$ cat src/rtl/leb128_decoder_pkg.sv
// Shared encodings for the LEB128 immediate decoder: error codes and FSM states.
// The error encoding is also used by the core's trap mapping.
package leb128_decoder_pkg;

    typedef enum logic [1:0] {
        LEB_OK       = 2'd0,
        LEB_OVERLONG = 2'd1,
        LEB_BADBITS  = 2'd2,
        LEB_MEMERR   = 2'd3
    } leb_err_e;

    typedef enum logic {
        ST_IDLE   = 1'b0,
        ST_DECODE = 1'b1
    } leb_state_e;

    localparam logic [3:0] LEB_LAST_IDX_32 = 4'd4;
    localparam logic [3:0] LEB_LAST_IDX_64 = 4'd9;

endpackage

$ cat src/rtl/leb128_decoder_step.sv
// One LEB128 byte step: accumulates the payload and, when the byte ends the
// encoding, produces the finished (extended or zeroed) value and error code.
module leb128_decoder_step
    import leb128_decoder_pkg::*;
(
    input  logic [63:0] acc_i,
    input  logic [6:0]  shift_i,
    input  logic [7:0]  byte_i,
    input  logic [3:0]  idx_i,
    input  logic        signed_i,
    input  logic        w64_i,
    output logic [63:0] acc_next_o,
    output logic [6:0]  shift_next_o,
    output logic        last_o,
    output leb_err_e    err_o,
    output logic [63:0] final_value_o
);

    logic        is_final;
    logic        bits_ok;
    logic [6:0]  width;
    logic [63:0] val;

    always_comb begin
        is_final     = (idx_i == (w64_i ? LEB_LAST_IDX_64 : LEB_LAST_IDX_32));
        width        = w64_i ? 7'd64 : 7'd32;
        acc_next_o   = acc_i | ({57'd0, byte_i[6:0]} << shift_i);
        shift_next_o = shift_i + 7'd7;
        last_o       = !byte_i[7] || is_final;

        // Payload bits of the final byte that lie beyond W must be pure zero/sign fill.
        if (w64_i)
            bits_ok = signed_i ? (byte_i[6:0] == 7'h00 || byte_i[6:0] == 7'h7F)
                               : (byte_i[6:1] == 6'd0);
        else
            bits_ok = signed_i ? (byte_i[6:4] == {3{byte_i[3]}})
                               : (byte_i[6:4] == 3'd0);

        err_o = LEB_OK;
        if (is_final && byte_i[7])
            err_o = LEB_OVERLONG;
        else if (is_final && !bits_ok)
            err_o = LEB_BADBITS;

        val = acc_next_o;
        if (signed_i && shift_next_o < width && byte_i[6])
            val = val | (~64'd0 << shift_next_o);
        if (!w64_i)
            val[63:32] = signed_i ? {32{val[31]}} : 32'd0;
        if (err_o != LEB_OK)
            val = 64'd0;
        final_value_o = val;
    end

endmodule

$ cat src/rtl/leb128_decoder.sv
// LEB128 immediate decoder: latches a genrom byte window on start, then walks
// it one byte per cycle until the encoding terminates or overruns.
module leb128_decoder
    import leb128_decoder_pkg::*;
#(
    parameter bit          USE_64B   = 1'b1,
    parameter int unsigned MEM_EXTRA = 4     // window is 2**MEM_EXTRA bytes, >= 16 needed
) (
    input  logic                         clk_i,
    input  logic                         rst_ni,
    input  logic                         start_i,
    input  logic                         signed_i,
    input  logic                         width64_i,
    input  logic [(2**MEM_EXTRA)*8-1:0]  mem_data_i,
    input  logic                         mem_error_i,
    output logic                         busy_o,
    output logic                         done_o,
    output logic [63:0]                  value_o,
    output logic [3:0]                   length_o,
    output logic [1:0]                   error_o
);

    localparam int unsigned WIN_BYTES = 2**MEM_EXTRA;

    leb_state_e                       state_q, state_d;
    logic [WIN_BYTES-1:0][7:0]        win_q, win_d;
    logic                             signed_q, signed_d;
    logic                             w64_q, w64_d;
    logic [63:0]                      acc_q, acc_d;
    logic [6:0]                       shift_q, shift_d;
    logic [3:0]                       idx_q, idx_d;
    logic                             done_q, done_d;
    logic [63:0]                      value_q, value_d;
    logic [3:0]                       length_q, length_d;
    leb_err_e                         error_q, error_d;

    logic [MEM_EXTRA-1:0] byte_sel;
    logic [63:0]          acc_next;
    logic [6:0]           shift_next;
    logic                 last;
    leb_err_e             step_err;
    logic [63:0]          final_value;

    assign byte_sel = MEM_EXTRA'(idx_q);

    leb128_decoder_step u_step (
        .acc_i         (acc_q),
        .shift_i       (shift_q),
        .byte_i        (win_q[byte_sel]),
        .idx_i         (idx_q),
        .signed_i      (signed_q),
        .w64_i         (w64_q),
        .acc_next_o    (acc_next),
        .shift_next_o  (shift_next),
        .last_o        (last),
        .err_o         (step_err),
        .final_value_o (final_value)
    );

    always_comb begin
        state_d  = state_q;
        win_d    = win_q;
        signed_d = signed_q;
        w64_d    = w64_q;
        acc_d    = acc_q;
        shift_d  = shift_q;
        idx_d    = idx_q;
        done_d   = 1'b0;
        value_d  = value_q;
        length_d = length_q;
        error_d  = error_q;
        case (state_q)
            ST_IDLE: if (start_i) begin
                // A bad window never enters DECODE; the error is reported on the accepting edge.
                if (mem_error_i) begin
                    done_d   = 1'b1;
                    value_d  = 64'd0;
                    length_d = 4'd0;
                    error_d  = LEB_MEMERR;
                end else begin
                    state_d  = ST_DECODE;
                    win_d    = mem_data_i;
                    signed_d = signed_i;
                    w64_d    = width64_i & USE_64B;
                    acc_d    = 64'd0;
                    shift_d  = 7'd0;
                    idx_d    = 4'd0;
                end
            end
            ST_DECODE: begin
                acc_d   = acc_next;
                shift_d = shift_next;
                idx_d   = idx_q + 4'd1;
                if (last) begin
                    state_d  = ST_IDLE;
                    done_d   = 1'b1;
                    value_d  = final_value;
                    length_d = idx_q + 4'd1;
                    error_d  = step_err;
                end
            end
            default: state_d = ST_IDLE;
        endcase
    end

    always_ff @(posedge clk_i or negedge rst_ni) begin
        if (!rst_ni) begin
            state_q  <= ST_IDLE;
            win_q    <= '0;
            signed_q <= 1'b0;
            w64_q    <= 1'b0;
            acc_q    <= 64'd0;
            shift_q  <= 7'd0;
            idx_q    <= 4'd0;
            done_q   <= 1'b0;
            value_q  <= 64'd0;
            length_q <= 4'd0;
            error_q  <= LEB_OK;
        end else begin
            state_q  <= state_d;
            win_q    <= win_d;
            signed_q <= signed_d;
            w64_q    <= w64_d;
            acc_q    <= acc_d;
            shift_q  <= shift_d;
            idx_q    <= idx_d;
            done_q   <= done_d;
            value_q  <= value_d;
            length_q <= length_d;
            error_q  <= error_d;
        end
    end

    assign busy_o   = (state_q == ST_DECODE);
    assign done_o   = done_q;
    assign value_o  = value_q;
    assign length_o = length_q;
    assign error_o  = error_q;

endmodule

$ cat config.mk
export PLATFORM = sky130hd
export DESIGN_NAME = leb128_decoder
export DESIGN_NICKNAME = d
export VERILOG_FILES = /design/src/rtl/leb128_decoder_pkg.sv /design/src/rtl/leb128_decoder_step.sv /design/src/rtl/leb128_decoder.sv
export SDC_FILE = /design/constraint.sdc
export NUM_CORES = 1
export LEC_CHECK = 0
export CAP_MARGIN = 30
export CELL_PAD_IN_SITES_DETAIL_PLACEMENT = 1
export CELL_PAD_IN_SITES_GLOBAL_PLACEMENT = 1
export CORE_MARGIN = 5
export CORE_UTILIZATION = 39
export CTS_CLUSTER_DIAMETER = 40
export DETAILED_ROUTE_END_ITERATION = 16
export PLACE_DENSITY_LB_ADDON = 0.1
export SYNTH_ARGS = -nofsm -noshare
export SYNTH_HDL_FRONTEND = slang
export SYNTH_SLANG_ARGS = --single-unit
$ cat constraint.sdc
create_clock -name clk_i -period 3.3 [get_ports clk_i]
set_input_delay 0.825 -clock clk_i [delete_from_list [all_inputs] [get_ports clk_i]]
set_output_delay 0.825 -clock clk_i [all_outputs]
set_load 0.01 [all_outputs]
# Yosys cells after proc, flatten, opt, wreduce, memory -nomap -nowiden
# Index checks and enable logic that the tools add are counted.
dict set report classes {
  n_eq_ne 7
  n_shift 2
  order_cmp 2
  bitwise 4
  muxes 42
  addsub 2
  reduce_logical 15
}
# op n
set op_table {}
lappend op_table {{64-bit two-way mux} 7}
lappend op_table {{64-bit one-hot mux with 2 select lines} 2}
lappend op_table {{64-bit OR} 2}
lappend op_table {{32-bit two-way mux} 2}
lappend op_table {{64-bit by 7-bit << shifter with 64-bit output, first input constant} 1}
lappend op_table {{7-bit by 7-bit << shifter with 64-bit output} 1}
lappend op_table {{8-bit binary-select mux with 4-bit select} 1}
lappend op_table {{4-bit two-way mux} 6}
lappend op_table {{7-bit two-way mux} 3}
lappend op_table {{4-bit one-hot mux with 2 select lines} 2}
lappend op_table {{7-bit one-hot mux with 2 select lines} 1}
lappend op_table {{2-bit two-way mux} 5}
lappend op_table {{1-bit two-way mux} 9}
lappend op_table {{8-bit two-way mux} 1}
lappend op_table {{7-bit by 3-bit adder with 7-bit output, second input constant} 1}
lappend op_table {{7-bit equality test, second input constant} 1}
lappend op_table {{7-bit logical NOT} 1}
lappend op_table {{7-bit less-than comparator} 1}
lappend op_table {{6-bit logical NOT} 1}
lappend op_table {{2-bit != test, second input constant} 3}
lappend op_table {{3-bit AND reduction} 2}
lappend op_table {{4-bit by 5-bit less-than comparator with 1-bit output, second input constant} 1}
lappend op_table {{4-bit by 1-bit adder with 4-bit output, second input constant} 1}
lappend op_table {{4-bit equality test} 1}
lappend op_table {{11 further kinds} 18}
dict set report totals {
  output_inout_bits 72
  reg_bits 277
  elab_cells 100
}

# Longest topological paths before layout
dict set report depth {
  ltp_word 14
  ltp_mapped 15
  ltp_nobuf 12
}

# By module
# Synthesis repeated with hierarchy kept, for this count alone.
dict set report hier_totals {
  cells_unflattened 1189
  hier_area_um2 14461.4
}
# module area_per_inst_um2 cells_per_inst instances seq_area_each_um2
set by_module_without_submodules {}
lappend by_module_without_submodules {leb128_decoder 11558.6 722 1 6931.6}
lappend by_module_without_submodules {leb128_decoder_step 2902.8 467 1 0.0}

# Worst setup path before layout
# OpenSTA, ideal clock, no wires.
dict set report synth_timing {
  path_type {reg-to-reg}
  startpoint {register shift_q[0]}
  endpoint {register value_q[46], in the netlist value_o[46]}
  synth_period_minus_slack_ps 3342
  setup_ps 110
  required_time_ps 3190
  setup_slack_ps -42
  path_stages_with_launch 14
  arrival_ps 3232
  n_path_buf 2
  path_cell_list {dfrtp_1 clkbuf_1 inv_2 ha_1 nor2b_1 or3_1 nand2_1 ha_1 o41a_1 clkbuf_1 a21oi_1 or3_1 a31oi_1 o41ai_1}
}
dict set report synth_via {
  elab_chain_len 10
  elab_cells_between_ends 14
  classes_between {add/sub: 1; order compare: 1; shift: 2; mux: 6; bitwise: 2; reduce/logical: 2}
}
# item line
set synth_rtl {}
lappend synth_rtl {{start, declared} leb128_decoder.sv:30} ;# logic [6:0] shift_q, shift_d;
lappend synth_rtl {{start signal, assigned} leb128_decoder.sv:125} ;# shift_q <= shift_d;
lappend synth_rtl {{parallel branches: the longest is 4 deep, another holds 7-bit by 3-bit adder with 7-bit output} -}
lappend synth_rtl {{64-bit two-way mux (*)} leb128_decoder_step.sv:46} ;# if (signed_i && shift_next_o < width && byte_i[6])
lappend synth_rtl {{32-bit two-way mux} leb128_decoder_step.sv:49} ;# val[63:32] = signed_i ? {32{val[31]}} : 32'd0;
lappend synth_rtl {{32-bit two-way mux (*)} leb128_decoder_step.sv:48} ;# if (!w64_i)
lappend synth_rtl {{64-bit two-way mux (*)} leb128_decoder_step.sv:50} ;# if (err_o != LEB_OK)
lappend synth_rtl {{64-bit two-way mux (*)} leb128_decoder.sv:94} ;# if (last) begin
lappend synth_rtl {{64-bit one-hot mux with 2 select lines (*)} leb128_decoder.sv:72} ;# case (state_q)
lappend synth_rtl {{end signal, assigned} leb128_decoder.sv:128} ;# value_q <= value_d;
lappend synth_rtl {{end, declared} leb128_decoder.sv:33} ;# logic [63:0] value_q, value_d;
# Mark *: on every way between the ends. The select of a mux whose other input is x is not followed.
# A chain may end at the register's enable or synchronous reset.

# Worst setup path after layout
dict set report layout_timing {
  startpoint {register idx_q[0], in the netlist byte_sel[0]}
  endpoint {register value_q[54], in the netlist value_o[54]}
}
dict set report layout_via {
  elab_chain_len 14
  elab_cells_between_ends 32
  classes_between {eq/ne: 4; shift: 1; mux: 13; bitwise: 2; reduce/logical: 12}
}
# item line
set layout_rtl {}
lappend layout_rtl {{start, declared} leb128_decoder.sv:31} ;# logic [3:0] idx_q, idx_d;
lappend layout_rtl {{start signal, assigned} leb128_decoder.sv:126} ;# idx_q <= idx_d;
lappend layout_rtl {{8-bit binary-select mux with 4-bit select} leb128_decoder.sv:49} ;# .byte_i (win_q[byte_sel]),
lappend layout_rtl {{8-bit two-way mux (not written as such)} leb128_decoder.sv:49}
lappend layout_rtl {{7-bit equality test / 7-bit logical NOT (equally long branches)} leb128_decoder_step.sv:33} ;# bits_ok = signed_i ? (byte_i[6:0] == 7'h00 || byte_i[6:0] == 7'h7F)
lappend layout_rtl {{1-bit logical OR} leb128_decoder_step.sv:33}
lappend layout_rtl {{1-bit two-way mux} leb128_decoder_step.sv:33}
lappend layout_rtl {{1-bit two-way mux} leb128_decoder_step.sv:32} ;# if (w64_i)
lappend layout_rtl {{1-bit logical NOT} leb128_decoder_step.sv:42} ;# else if (is_final && !bits_ok)
lappend layout_rtl {{1-bit logical AND} leb128_decoder_step.sv:42}
lappend layout_rtl {{2-bit two-way mux} leb128_decoder_step.sv:42}
lappend layout_rtl {{2-bit two-way mux} leb128_decoder_step.sv:40} ;# if (is_final && byte_i[7])
lappend layout_rtl {{2-bit nonzero test} leb128_decoder_step.sv:50}
lappend layout_rtl {{64-bit two-way mux} leb128_decoder_step.sv:50}
lappend layout_rtl {{64-bit two-way mux} leb128_decoder.sv:94}
lappend layout_rtl {{64-bit one-hot mux with 2 select lines} leb128_decoder.sv:72}
# Parallel ways exist; a longest one is shown, timed or not. The select of a mux whose other input is x is not followed.

==> summary.txt <==
STA
  • RSZ-0062 raised after global routing: yes
  • Post-route clock skew: around 20 ps
  • Max Fclk: ~280 MHz
  • Final hold viol count: 0
  • Slew of the pin with the lowest slew margin: approximately 920 ps
  • Final period utilization: 107%
  • Final count of negative-setup-slack endpoints: 59
  • Post-route worst setup slack: -216 ps
  • Post-layout min period: ~3500 ps
  • Worst slew margin: around 39%
  • Final slew viol count: 0
  • Final-layout worst hold slack: roughly 230 ps

Detailed routing
  • Topmost layer with routed signal wires: met4
  • Routed met3 length: 2.56 mm
  • Post-Route M1 WL: between 20 and 25 mm
  • DR DRC count: 0
  • Total iterations of the first detailed-routing run: 5
  • Vias after detailed routing: 12,600
  • Detail-routed via count per cell: between 5 and 6
  • Wirelength, routed: 54.8 mm
  • Detailed Route Iter0 Violations: approximately 650
  • Met2 Wirelength: 27.9 mm
  • Post-detailed-route wirelength per cell: about 25 um
  • Number of nets with antenna violations after detailed routing: 0

CTS
  • CTS clock-pin slew for the worst setup and hold paths: 60 ps
  • Number of buffers created by CTS: between 40 and 50
  • CTS tree: yes
  • TritonCTS Sinks: roughly 280
  • Root buffer selected by CTS: sky130_fd_sc_hd__clkbuf_16
  • Number of hold buffers added after cts: 0
  • Worst-Skew Late Latency: about 550 ps
  • Number of buffers on the longest clock path: 3
  • H-tree lvl count: 2

GRT
  • GR Util All Layers: between 20 and 30%
  • Wire length of the first global-routing pass: 82.1 mm
  • GR Overflow Total: 0
  • Number of global-route vias before repair: between 10,000 and 15,000
  • Maximum number of pins on one net before global-route repair: 72
  • Number of antenna violations at the first check in global routing: 0

Hold path
  • Type of the worst min-delay path: input port to asynchronous set/reset pin

Setup path
  • Sort of element at the end of the critical path: flip-flop
  • Startpoint Class: flip-flop
  • Critical path, cell by cell: buf_4 > mux4_2 > nand2b_1 > nand2_1 > mux2i_2 > ha_2 > o21ai_2 > or4_4 > a2bb2oi_2 > a211o_1 > a21oi_4 > buf_12 > clkbuf_16 > o41ai_2
  • Endpoint required time on the critical path: between 3000 and 4000 ps
  • Number of cells traversed by the worst register-to-register path: 14
  • Kind of critical path: flip-flop to flip-flop
  • CP peak stage delay: 520 ps
  • Capturing instance or port of the critical path: value_o[54]
  • Maximum fanout along the worst path: 7
  • R2r setup slk: -220 ps
  • CP max-delay cell: sky130_fd_sc_hd__dfrtp_4
  • Origin of the critical flop-to-flop path: byte_sel[0]
  • Startpoint of the most critical setup path: byte_sel[0]
  • Worst reg2reg path endpoint: value_o[54]
  • Worst path arrival time: about 4000 ps

Placement
  • Post-placement cell count: about 2,100
  • Number of buffer cells added on primary ports: about 200
  • Detailed Place HPWL: about 37 mm
  • Final weighted congestion of routability-driven global placement: 0.875
  • Post-place instance area: roughly 0.018 mm2
  • Setup Slack @ Placement: -447 ps

Pwr
  • Net switching power of the design: 10.2 mW
  • Highest ir drop seen on vdd: 0.603 mV
  • Internal Power: around 14 mW
  • Switching power as a share of total power: between 40 and 50%
  • Leak pwr: between 8 and 9 nW
  • Relative contribution of sequential cells to total power: between 20% and 30%
  • Power Density: 1180 mW/mm2
  • Proportion of power drawn by the clock network: about a fifth
  • Share of power burned in combinational logic: between 50 and 60%

Yosys
  • Cells after Synth: ~1,300
  • Syn_area_per_cell: between 10 and 15 um2
  • Sequential fraction of the synthesis area: between 40 and 50%
  • Post-Syn Nets: between 1,000 and 1,500
  • Most used flip-flop cell after synthesis: sky130_fd_sc_hd__dfrtp_1
  • Warnings, synthesis: 0
  • Share of async-settable or async-resettable flops after synthesis: between 90% and 100%
  • Number of different library cells in the post-synthesis netlist: 70
  • Mapped cell area: roughly 0.014 mm2
  • Flip-flop and latch count after synthesis: 277
  • Post-synth EDFFs: 0

Outcome
  • Status: finished with violations
  • Violated checks: setup timing

Cells and area
  • Fill cell count: 3,705
  • Most common cell after layout, fill and taps aside: sky130_fd_sc_hd__dfrtp_1
  • Area of the multi-input gates: between 0.007 and 0.008 mm2
  • Utilization of the core after routing: 58.4%
  • Final Non-Filler Cells: 2,170
  • Fraction of layout instances using a drive strength above 1: between 30% and 40%
  • Sequential cell area: between 0.006 and 0.007 mm2
  • Antenna cell count: 0
  • Commonest non-fill, non-tap cells in the layout: sky130_fd_sc_hd__dfrtp_1 (275), sky130_fd_sc_hd__clkdlybuf4s50_1 (204), sky130_fd_sc_hd__buf_4 (158)
  • Signed area change from the synthesized netlist to the final layout: 47.1%
  • Count of nets after finishing: between 1,500 and 2,000
  • Finished layout cell area: 0.0208 mm2

Die
  • Number of rows created at floorplan: around 70
  • Total core area: 0.0357 mm2
  • I/O pin total: between 200 and 250
  • Die height: about 200 um
  • Initial core utilization: 39.7%
  • Horizontal die dimension: about 200 um
  • Die ar.: 0.0402 mm2

Run
  • Number of maximum-capacitance violations: 0
## layout make-up
cell class	instances	area share [%]
clock inverter	24	1.74
multi-input combinational	927	36.3
inverter	11	0.198
tap	461	2.77
sequential	277	33.3
timing repair buffer	409	19.4
clock buffer	61	6.19
## flip-flops by register name, indices dropped and copies added (netlist names), 2 cells and up
register  cells
acc_q        64
byte_sel      4
error_o       2
length_o      4
shift_q       7
value_o      64
win_q       128
## worst max-delay path, delay by kind of cell, from the launching register on
family	cells	cell delay (ps)
AND/OR/NAND/NOR	3	750
flip-flops	1	520
buffers and inverters	3	530
adder cells (fa/ha/maj)	1	230
AO/OA/AOI/OAI	5	770
multiplexers	2	620
## power groups by stage
stage	Combinational, mW	Sequential (mW)	Clock [mW]
floorplan	6.06	5.24	0
global placement	11.1	5.43	0
detailed placement	11.3	5.49	0
CTS	12.5	5.45	5.22
global route	14.8	5.61	5.39
finish	14.0	5.48	5.14
## synthesized netlist by cell type (4+ instances only)
library cell	n	area [um2]
sky130_fd_sc_hd__dfrtp_1	277	6930
sky130_fd_sc_hd__nand2_1	146	548
sky130_fd_sc_hd__mux2_2	139	1570
sky130_fd_sc_hd__a21oi_1	129	646
sky130_fd_sc_hd__nor2_1	87	327
sky130_fd_sc_hd__clkbuf_1	79	297
sky130_fd_sc_hd__o21ai_0	73	365
sky130_fd_sc_hd__mux2i_1	32	320
sky130_fd_sc_hd__a211oi_1	31	233
sky130_fd_sc_hd__o41ai_1	31	272
sky130_fd_sc_hd__mux4_2	21	473
sky130_fd_sc_hd__a221oi_1	17	149
sky130_fd_sc_hd__nand2b_1	16	100
sky130_fd_sc_hd__nor3_1	13	65.1
sky130_fd_sc_hd__nand3_1	12	60.1
sky130_fd_sc_hd__a22o_1	11	96.3
sky130_fd_sc_hd__and2_1	11	68.8
sky130_fd_sc_hd__o21ai_1	11	55.1
sky130_fd_sc_hd__a311oi_1	9	78.8
sky130_fd_sc_hd__a31oi_1	9	56.3
sky130_fd_sc_hd__a21o_1	8	60.1
sky130_fd_sc_hd__a22oi_1	8	60.1
sky130_fd_sc_hd__and3_1	8	50.1
sky130_fd_sc_hd__buf_6	8	90.1
sky130_fd_sc_hd__inv_1	8	30.0
sky130_fd_sc_hd__nor2b_1	8	50.1
sky130_fd_sc_hd__buf_1	7	26.3
sky130_fd_sc_hd__buf_2	7	35.0
sky130_fd_sc_hd__o22ai_1	7	43.8
sky130_fd_sc_hd__ha_1	6	75.1
sky130_fd_sc_hd__xnor2_1	6	52.6
sky130_fd_sc_hd__a221o_1	5	50.1
sky130_fd_sc_hd__o211ai_1	5	37.5
sky130_fd_sc_hd__a2111oi_0	4	35.0
sky130_fd_sc_hd__mux4_1	4	105
sky130_fd_sc_hd__nor4_1	4	25.0
sky130_fd_sc_hd__or2_2	4	25.0
sky130_fd_sc_hd__or3_1	4	25.0
## worst min path at each step
stage | from | cells past startpoint | slack, ps | end
after floorplan | acc_q[44] | 2 | 450 | acc_q[44]
after global placement | value_o[57] | 2 | 460 | value_o[57]
after detailed placement | length_o[2] | 2 | 470 | length_o[2]
after CTS | rst_ni | 1 | 260 | shift_q[2]
after global routing | rst_ni | 1 | 270 | value_o[54]
final | rst_ni | 1 | 230 | value_o[54]
## per-stage QoR
step	TNS (ps)	total power, mW
after floorplan	0	11.3
after global placement	-22240	16.5
after detailed placement	-16930	16.8
after CTS	-1720	23.2
after global routing	-12360	25.8
final	-7260	24.7
## routing by layer
| metal | vias up | GRT usage, % |
|---|---|---|
| met5 | - | 0 |
| met4 | 0 | 9.66 |
| met3 | 123 | 4.43 |
| met2 | 374 | 44.8 |
| met1 | 6511 | 32.1 |
| li1 | 5626 | - |
## cells by family after synthesis
group,synth area share (%)
muxes,17.7
buffers and inverters,3.95
adders and majority gates,0.531
xor gates and xnor gates,0.557
AOI/OAI and AO/OA,17.9
and+or+nand+nor,10.3
DFF,49.0
## what timing repair did
item / CTS / global route
pin swaps: 9 / 35
hold endpoints to repair: 0 / 0
gates resized for setup: 89 / 131
setup endpoints to repair: 94 / 82
buffers inserted: 17 / 10
cloned: 2 / 6
Power figures use the tool's default switching activity.
